==> config.mk <==
export PLATFORM = sky130hd
export DESIGN_NAME = audio_sample_pacer
export DESIGN_NICKNAME = d
export VERILOG_FILES = /design/src/rtl/audio_sample_pacer.sv
export SDC_FILE = /design/constraint.sdc
export NUM_CORES = 1
export LEC_CHECK = 0
export CELL_PAD_IN_SITES_DETAIL_PLACEMENT = 1
export CELL_PAD_IN_SITES_GLOBAL_PLACEMENT = 2
export CORE_MARGIN = 3
export CORE_UTILIZATION = 45
export CTS_CLUSTER_SIZE = 40
export DETAILED_ROUTE_END_ITERATION = 7
export PLACE_DENSITY_LB_ADDON = 0.15
export SYNTH_ARGS = -nofsm -noshare
export SYNTH_HDL_FRONTEND = slang
export SYNTH_SLANG_ARGS = --single-unit
==> constraint.sdc <==
create_clock -name clk -period 3.75 [get_ports clk]
set_input_delay 0.375 -clock clk [delete_from_list [all_inputs] [get_ports clk]]
set_output_delay 0.375 -clock clk [all_outputs]
set_load 0.01 [all_outputs]
==> src/rtl/audio_sample_pacer.sv <==
`default_nettype none
// ---------------------------------------------------------------------------
// audio_sample_pacer: FIFO that paces bursty samples out at one per SAMPLE_DIV
// cycles. Optional macro AUDIO_PACER_UNDERRUN_MUTE_EN forces mid-scale on underrun.
// Revision: 1.0
// ---------------------------------------------------------------------------
module audio_sample_pacer #(
  parameter int DEPTH      = 16,
  parameter int SAMPLE_DIV = 12500
) (
  input  logic                     clk,
  input  logic                     reset,
  input  logic [7:0]               in_data,
  input  logic                     in_valid,
  output logic                     in_ready,
  output logic [7:0]               music_data,
  output logic                     sample_strobe,
  output logic                     underrun,
  output logic [$clog2(DEPTH):0]   fill_level
);

  localparam int AW = $clog2(DEPTH);
  localparam int CW = AW + 1;
  localparam int DW = $clog2(SAMPLE_DIV);
  localparam logic [CW-1:0] HALF     = CW'(DEPTH / 2);
  localparam logic [CW-1:0] FULL     = CW'(DEPTH);
  localparam logic [DW-1:0] DIV_LAST = DW'(SAMPLE_DIV - 1);

  typedef enum logic [0:0] {
    FILL = 1'b0,
    PLAY = 1'b1
  } state_t;

  state_t        state, state_next;
  logic [DW-1:0] div_cnt;
  logic [AW-1:0] wr_ptr, rd_ptr;
  logic [CW-1:0] count, count_next;
  logic [7:0]    mem [DEPTH];
  logic          tick, push, pop, empty_tick;

  assign tick       = (div_cnt == DIV_LAST);
  assign push       = in_valid && in_ready;
  assign fill_level = count;

  always_comb begin
    state_next = state;
    pop        = 1'b0;
    empty_tick = 1'b0;
    case (state)
      FILL: begin
        if (count >= HALF) state_next = PLAY;
      end
      PLAY: begin
        if (tick) begin
          if (count != '0) begin
            pop = 1'b1;
          end else begin
            empty_tick = 1'b1;
            state_next = FILL;
          end
        end
      end
      default: state_next = FILL;
    endcase
  end

  // push is blocked at full and pop at empty, so the counter never wraps
  always_comb begin
    count_next = count;
    case ({push, pop})
      2'b10:   count_next = count + CW'(1);
      2'b01:   count_next = count - CW'(1);
      default: count_next = count;
    endcase
  end

  always_ff @(posedge clk) begin
    if (!reset) begin
      state         <= FILL;
      div_cnt       <= '0;
      wr_ptr        <= '0;
      rd_ptr        <= '0;
      count         <= '0;
      in_ready      <= 1'b0;
      sample_strobe <= 1'b0;
      underrun      <= 1'b0;
      music_data    <= 8'h80;
    end else begin
      state         <= state_next;
      div_cnt       <= tick ? '0 : div_cnt + DW'(1);
      count         <= count_next;
      in_ready      <= (count_next < FULL);
      sample_strobe <= pop;
      underrun      <= empty_tick;
      if (push) wr_ptr <= wr_ptr + AW'(1);
      if (pop)  rd_ptr <= rd_ptr + AW'(1);
      if (pop) begin
        music_data <= mem[rd_ptr];
      end
`ifdef AUDIO_PACER_UNDERRUN_MUTE_EN
      else if (empty_tick) begin
        music_data <= 8'h80;
      end
`endif
    end
  end

  always_ff @(posedge clk) begin
    if (push) mem[wr_ptr] <= in_data;
  end

endmodule
`default_nettype wire

# ---- After elaboration in Yosys (flattened, before gate mapping)
# Memory sizes are Yosys's and may differ from the RTL's. A register that Yosys moved wholly into a read port is not among the register bits.
# Cells that the tools add are included.
dict set report classes {
  add_sub_neg 5
  magnitude_cmp 2
  n_eq_ne 3
  mux 10
  bitwise 2
  n_reduce_logical 5
}
# op count
set op_table {}
lappend op_table {{$add 14x1->14 const B} 1}
lappend op_table {{$eq 14x14->1 const B} 1}
lappend op_table {{$pmux 5 s2} 1}
lappend op_table {{$add 4x1->4 const B} 2}
lappend op_table {{$mux 1} 8}
lappend op_table {{$add 5x1->5 const B} 1}
lappend op_table {{$ge 5x4->1 const B} 1}
lappend op_table {{$lt 5x5->1 const B} 1}
lappend op_table {{$reduce_bool 5->1} 1}
lappend op_table {{$sub 5x1->5 const B} 1}
lappend op_table {{$reduce_and 3->1} 1}
lappend op_table {{$eq 2x1->1 const B} 1}
lappend op_table {{$eq 2x2->1 const B} 1}
lappend op_table {{$not 1->1} 2}
lappend op_table {{$pmux 1 s2} 1}
lappend op_table {{$reduce_or 2->1} 1}
lappend op_table {{$logic_and 1x1->1} 1}
lappend op_table {{$logic_not 1->1} 1}
dict set report word_totals {
  ff_bits 31
  mem_bits_rw 128
  input_bits 11
  out_inout_bits 16
  wordCells 36
  n_memories 1
}
# name words word_bits rd rd_ports_with_merged_regs write_ports line
set mem_list {}
lappend mem_list {mem 16 8 1 1 1 38} ;# logic [7:0] mem [DEPTH];

# ---- Depth between registers and ports, before layout
# Gate-level depths: netlist of the first run.
dict set report logic_depth {
  word_depth 7
  mapped_depth 12
  mapped_depth_nobuf 11
}

# ---- Worst setup path after synthesis of the first run
# No wires, ideal clock.
dict set report synth_timing {
  path_kind {flip-flop to flip-flop}
  start {reg div_cnt[9]}
  end {reg (tool-made name)}
  setup_time_ns 0.072
  arrival_ns 3.085
  required_ns 3.678
  path_slack_ns 0.593
  path_stages_with_launch 12
  path_buffers 1
  period_less_slack_ns 3.157
  path_cell_list {dfxtp_1 -> or4b_1 -> or4_4 -> nor3b_4 -> buf_6 -> ha_1 -> ha_1 -> a21o_1 -> a21oi_1 -> xor2_1 -> nor2_1 -> mux2i_1}
}
# element line
set synth_rtl {}
lappend synth_rtl {{start, declared} 35} ;# logic [DW-1:0] div_cnt;
lappend synth_rtl {{start signal, assigned} 90} ;# div_cnt <= tick ? '0 : div_cnt + DW'(1);

==> out/metrics.csv, run 1 <==
stage;metric;value;unit
clock_network;cts.reportedPaths.clkPinSlew;0.06;ns
grt;grt_pass1_vias;3774;
power_and_ir_drop;p_leak;2.53;nW
sta;fin_setup_tns;0;ns
sta;worstMarginPinSlew;0.930;ns
critical_path;cp_num_cells;10;
sta;setup_viol;0;
power_and_ir_drop;pwr-share-clk;45.7;%
grt;grt_max_degree;21;
sta;max_freq;312;MHz
logic_synthesis;synth_area;6630;um2
clock_network;root_buffer;clkbuf_16;
critical_path;cp_num_buf_inv;0;
logic_synthesis;synth_top_area_share;58.0;%
critical_path;critPathLaunchType;register;
critical_path;crit_type;reg2reg;
critical_path;crit_path_top_delay_cell;or4b_1;
sta;skew;0.00914;ns
logic_synthesis;yosysMostFrequentCell;edfxtp_1;
floorplan;die_w;127;um
power_and_ir_drop;design_power_total;3.87;mW
placed_design;numPortBuffers;26;
critical_path;cp_top_family;simple AND/OR/NAND/NOR gates;
logic_synthesis;synthTopCellsByCount;edfxtp_1 (128), nor2_1 (49), dfxtp_1 (39), mux4_2 (32), nand2_1 (22);
route;ant_nets;0;
floorplan;core;14100;um2
status;status;finished clean;
route;viasPerCell;5.53;
clock_network;ctsResizeCount;0;
logic_synthesis;yosysUniqueCellTypes;41;
sta;hold_slack;0.481;ns
power_and_ir_drop;pwr-share-seq;52.0;%
route;wl_per_cell;21.5;um
placed_design;place_inst;607;
sta;rsz0062_at_grt;false;
sta;relSlewSlack;37.8;%
power_and_ir_drop;swShare;20.2;%
critical_path;crit_top_cell;ha_1;
flow_run;drv_cap;0;
logic_synthesis;ys_seq_area_share;69.8;%
power_and_ir_drop;ir_drop;365;uV
logic_synthesis;ys_top_cells_by_area;edfxtp_1 (58%), dfxtp_1 (12%), mux4_2 (11%);
logic_synthesis;yosysWarnings;0;
sta;final-hold-violation-count;0;
logic_synthesis;syn_inst;410;
clock_network;clock_latency;0.42;ns
clock_network;tritoncts;done;
floorplan;die_h;127;um
min_path;hold_class;reg2reg;
placed_design;hpwl;9430;um
critical_path;path_cells;or4b_1 > or4_4 > nor3b_4 > ha_1 > ha_1 > a21o_1 > a21oi_1 > xor2_1 > nor2_1 > mux2i_1;
cells_and_area;final_cells;639;
logic_synthesis;synth_top_cell_by_area;edfxtp_1;
route;num_vias;3531;
logic_synthesis;syn_nets;432;
critical_path;worstPathRequired;4.10;ns
cells_and_area;postLayoutCoreUtil;54.5;%
min_path;hp-start;div_cnt[0];
critical_path;regToRegStartpoint;div_cnt[9];
cells_and_area;syn_to_final_growth;16.5;%
sta;min_period;3.21;ns
grt;grt_first_pass_wirelength;22000;um
clock_network;numCtsBuffers;17;
cells_and_area;fillCellCount;1334;
logic_synthesis;syn-mean-instance-area;16.2;um2
min_path;whs_path_depth;1;
min_path;hold_end;div_cnt[0];
route;dr.pass1.iters;4;
critical_path;arrival;3.56;ns
logic_synthesis;synth_edf_count;128;
logic_synthesis;ys_seq_elements;167;
critical_path;path_max_fanout;5;
floorplan;die-area;16200;um2
cells_and_area;layout-drive-gt1-share;16.8;%
route;wirelength;13800;um
clock_network;postCtsHoldBufs;0;
sta;fin_crit_sh;85.6;%
logic_synthesis;synth_async_sr_flop_share;0;%
clock_network;post-cts-setup-buffers;0;
route;drc;0;
floorplan;placementRows;43;
power_and_ir_drop;p_per_area;501;nW/um2
grt;track_usage;18.4;%
route;drt_iter0_markers;367;
floorplan;initial_utilization;46.8;%
grt;antenna_found_initial;0;
critical_path;r2r_setup_slack;0.54;ns
clock_network;h-tree-depth;4;
clock_network;clock_sinks;167;
grt;gr-total-overflow;0;
power_and_ir_drop;p_comb_share;2.3;%
placed_design;gp_congestion;0.788;
floorplan;ioPinCount;27;
sta;slew_viol_final;0;
critical_path;cp_slowest_stage_delay;0.57;ns
power_and_ir_drop;internal-power;3.09;mW
clock_network;clockBufferDepth;2;
critical_path;worstRegToRegCells;10;
cells_and_area;diodes;0;
cells_and_area;final_nets;468;
power_and_ir_drop;power_switching;0.780;mW
logic_synthesis;ys.flop_type;edfxtp_1;
critical_path;end_kind;register;
[routing by layer]
metal  vias to the layer above  wire [um]  GRT usage (%)
met5                         -          0              0
met4                         0        177           5.80
met3                        14        713           4.68
met2                        73       6450           27.7
met1                      1805       6420           26.6
li1                       1639          -              -
[state kept, by name (all words and copies together), names as in the netlist, named ones only]
register       cells
underrun           1
mem              128
rd_ptr             4
sample_strobe      1
div_cnt           14
state              1
wr_ptr             4
music_data         8
fill_level         4
in_ready           1
[cells by family after synthesis]
family	after synthesis	synth area share, %
xor+xnor	19	2.51
mux	39	11.9
flops	167	69.8
fa+ha+maj	11	2.19
buf+inv	27	1.68
simple gates	111	8.08
compound gates	36	3.80
[through the flow]
stage | setup WS, ns | area (um2)
final | 0.541 | 7720
after global routing | 0.293 | 7720
after floorplan | 0.593 | 6630
after detailed placement | 0.511 | 7120
after global placement | 0.661 | 7120
after CTS | 0.505 | 7720
[power groups by stage]
stage | Clock (mW) | Sequential [mW] | Combinational (mW)
global placement | 0 | 2.05 | 0.0867
floorplan | 0 | 2.05 | 0.0385
global route | 1.87 | 2.01 | 0.100
finish | 1.77 | 2.01 | 0.0887
detailed placement | 0 | 2.05 | 0.0896
CTS | 1.81 | 2.01 | 0.0898
[final cells by class]
cell class | count | area (um2) | share of cell area (%)
flip-flops and latches | 167 | 4630 | 59.9
multi-input cells | 216 | 1890 | 24.5
clock buffers | 17 | 425 | 5.51
repair buffers | 36 | 348 | 4.51
well taps | 180 | 225 | 2.92
clock inverters | 15 | 175 | 2.27
inverters | 8 | 30.0 | 0.389
[worst register-to-register path: cells and delay by family (launching register included)]
family / cells / cell delay, ns
AO/OA/AOI/OAI: 2 / 0.33
multiplexers: 1 / 0.23
flip-flops: 1 / 0.36
XOR/XNOR: 1 / 0.08
AND/OR/NAND/NOR: 4 / 1.52
adder cells (fa/ha/maj): 2 / 0.62
[worst max path at each step]
stage | from | endpoint | slack (ns)
2_1_floorplan | div_cnt[9] | register | 0.59
3_3_place_gp | div_cnt[9] | register | 0.66
3_5_place_dp | div_cnt[9] | register | 0.51
4_1_cts | div_cnt[9] | register | 0.50
5_1_grt | div_cnt[9] | register | 0.29
6_report | div_cnt[9] | register | 0.54
[cells in the final DEF (no fill, tap or decap), types with 4 or more instances in the layout]
cell	instances
xor2_1	12
o22ai_1	6
mux2i_1	7
nand3_1	6
edfxtp_1	128
dfxtp_1	38
xnor2_1	7
mux4_2	32
clkdlybuf4s50_1	26
clkbuf_16	17
inv_6	4
nor2_1	49
o21ai_0	4
a21oi_1	8
nand2_1	22
inv_1	8
nand4_1	4
a22o_1	12
ha_1	10
nor3_1	6
buf_4	9
Power figures use the tool's default switching activity.
==> run 2: changes to the inputs <==
RECOVER_POWER = 50   (was default)
==> out/metrics.csv, run 2 (same netlist as run 1, synthesis figures left out) <==
stage;metric;value;unit;change
status;status;finished clean;;
cells_and_area;top_regs;mem (128), div_cnt (14), music_data (8);;
critical_path;crit_type;reg2reg;;
clock_network;clock_latency;0.42;ns;about the same
clock_network;clockBufferDepth;2;;unchanged
power_and_ir_drop;power_switching;0.781;mW;+0.24%
route;dr.pass1.iters;4;;unchanged
clock_network;cts.reportedPaths.clkPinSlew;0.07;ns;about the same
flow_run;drv_cap;0;;unchanged
placed_design;hpwl;9430;um;unchanged
clock_network;tritoncts;done;;
route;viasPerCell;5.53;;+0.14%
critical_path;critPathLaunchType;register;;
min_path;hold_class;reg2reg;;
cells_and_area;top_register;mem;;
route;drt_iter0_markers;320;;-13%
grt;grt_first_pass_wirelength;22000;um;unchanged
power_and_ir_drop;pwr-share-clk;45.7;%;about the same
cells_and_area;largest_reg_flops;128;;unchanged
route;num_vias;3536;;+0.14%
sta;final-hold-violation-count;0;;unchanged
sta;skew;0.00747;ns;-0.00167 ns
route;drc;0;;unchanged
sta;setup_slack;0.540;ns;-0.00135 ns
critical_path;cp-startpoint;div_cnt[9];;
floorplan;initial_utilization;46.8;%;unchanged
floorplan;core;14100;um2;unchanged
sta;rsz0062_at_grt;false;;
clock_network;clock_sinks;167;;unchanged
power_and_ir_drop;internal-power;3.08;mW;-0.11%
floorplan;placementRows;43;;unchanged
power_and_ir_drop;p_leak;2.55;nW;+0.76%
route;wl_per_cell;21.6;um;+0.40%
grt;grt_pass1_vias;3774;;unchanged
sta;min_period;3.21;ns;+0.00135 ns
floorplan;die-area;16200;um2;unchanged
cells_and_area;layout_commonest_cell;edfxtp_1;;
floorplan;die_w;127;um;unchanged
placed_design;numPortBuffers;26;;unchanged
grt;gr-total-overflow;0;;unchanged
cells_and_area;layout-drive-gt1-share;16.1;%;-0.65 points
sta;slew_viol_final;0;;unchanged
sta;setup_viol;0;;unchanged
power_and_ir_drop;pwr-share-seq;52.1;%;about the same
clock_network;numCtsBuffers;17;;unchanged
critical_path;arrival;3.56;ns;about the same
grt;antenna_found_initial;0;;unchanged
route;ant_nets;0;;unchanged
clock_network;h-tree-depth;4;;unchanged
power_and_ir_drop;ir_drop;367;uV;+0.34%
min_path;whs_path_depth;2;;+1
min_path;hp-start;music_data[2];;
cells_and_area;fillCellCount;1332;;-0.15%
sta;relSlewSlack;38.5;%;+0.68 points
cells_and_area;syn_to_final_growth;16.3;%;
sta;fin_setup_tns;0;ns;unchanged
power_and_ir_drop;p_comb_share;2.2;%;about the same
power_and_ir_drop;p_per_area;501;nW/um2;+0.10%
cells_and_area;final_cell_mix;edfxtp_1 (128), nor2_1 (49), dfxtp_1 (38);;
sta;fin_crit_sh;85.6;%;about the same
clock_network;postCtsHoldBufs;0;;unchanged
critical_path;worstPathRequired;4.10;ns;about the same
cells_and_area;diodes;0;;unchanged
sta;max_freq;312;MHz;about the same
floorplan;die_h;127;um;unchanged
critical_path;regToRegStartpoint;div_cnt[9];;
grt;grt_max_degree;21;;unchanged
placed_design;post-place-ws;0.511;ns;unchanged
clock_network;root_buffer;clkbuf_16;;
critical_path;end_kind;register;;
power_and_ir_drop;swShare;20.2;%;+0.057 points
route;wirelength;13800;um;+0.40%
floorplan;ioPinCount;27;;unchanged
sta;worstMarginPinSlew;0.919;ns;-0.0102 ns
clock_network;post-cts-setup-buffers;0;;unchanged
critical_path;worstRegToRegCells;10;;unchanged
grt;track_usage;18.4;%;unchanged
clock_network;ctsResizeCount;0;;unchanged
placed_design;gp_congestion;0.788;;unchanged
cells_and_area;final_nets;468;;unchanged
critical_path;path_max_fanout;5;;unchanged
-- run 2: metrics by stage --
| stage | power [mW] | cell area (um2) | hold slack [ns] | util [%] | std cells |
|---|---|---|---|---|---|
| finish | 3.86 | 7710 | 0.477 | 54.5 | 639 |
| global route | 3.98 | 7710 | 0.500 | 54.5 | 639 |
| CTS | 3.91 | 7720 | 0.483 | 54.5 | 639 |
| detailed placement | 2.14 | 7120 | 0.470 | 50.3 | 607 |
| global placement | 2.14 | 7120 | 0.457 | 50.3 | 607 |
| floorplan | 2.09 | 6630 | 0.441 | - | 410 |
-- run 2: final cells by class --
class	instances	area [um2]	area share (%)
clock buffer	17	425	5.52
clock inverter	15	175	2.27
inverter	8	30.0	0.390
multi-input combinational	216	1890	24.5
sequential	167	4630	60.0
tap	180	225	2.92
timing repair buffer	36	337	4.37
-- run 2: power groups by stage --
stage / logic [mW] / clock network [mW] / registers [mW]
6_report: 0.0859 / 1.77 / 2.01
5_1_grt: 0.0971 / 1.87 / 2.01
4_1_cts: 0.0898 / 1.81 / 2.01
3_5_place_dp: 0.0896 / 0 / 2.05
3_3_place_gp: 0.0867 / 0 / 2.05
2_1_floorplan: 0.0385 / 0 / 2.05
-- run 2: worst max-delay path: stages (launching register included) --
cell and delay (ns):
dfxtp_1 0.36, or4b_1 0.57, or4_4 0.55, nor3b_4 0.20, ha_1 0.30, ha_1 0.32, a21o_1 0.17, a21oi_1 0.16
xor2_1 0.08, nor2_1 0.19, mux2i_1 0.23
-- run 2: per-layer routing --
layer	part of all wire (%)	wire length [um]	vias to the layer above	GRT usage, %
li1	-	-	1642	-
met1	47	6540	1807	26.6
met2	47	6440	74	27.7
met3	4.7	646	13	4.68
met4	1.4	187	0	5.80
met5	0	0	-	0
-- run 2: path summary, 6_finish.rpt --
check,endpoint,slack [ns]
max,register,0.54
max reg2reg,register,0.54
min,music_data[2],0.48
min reg2reg,music_data[2],0.48
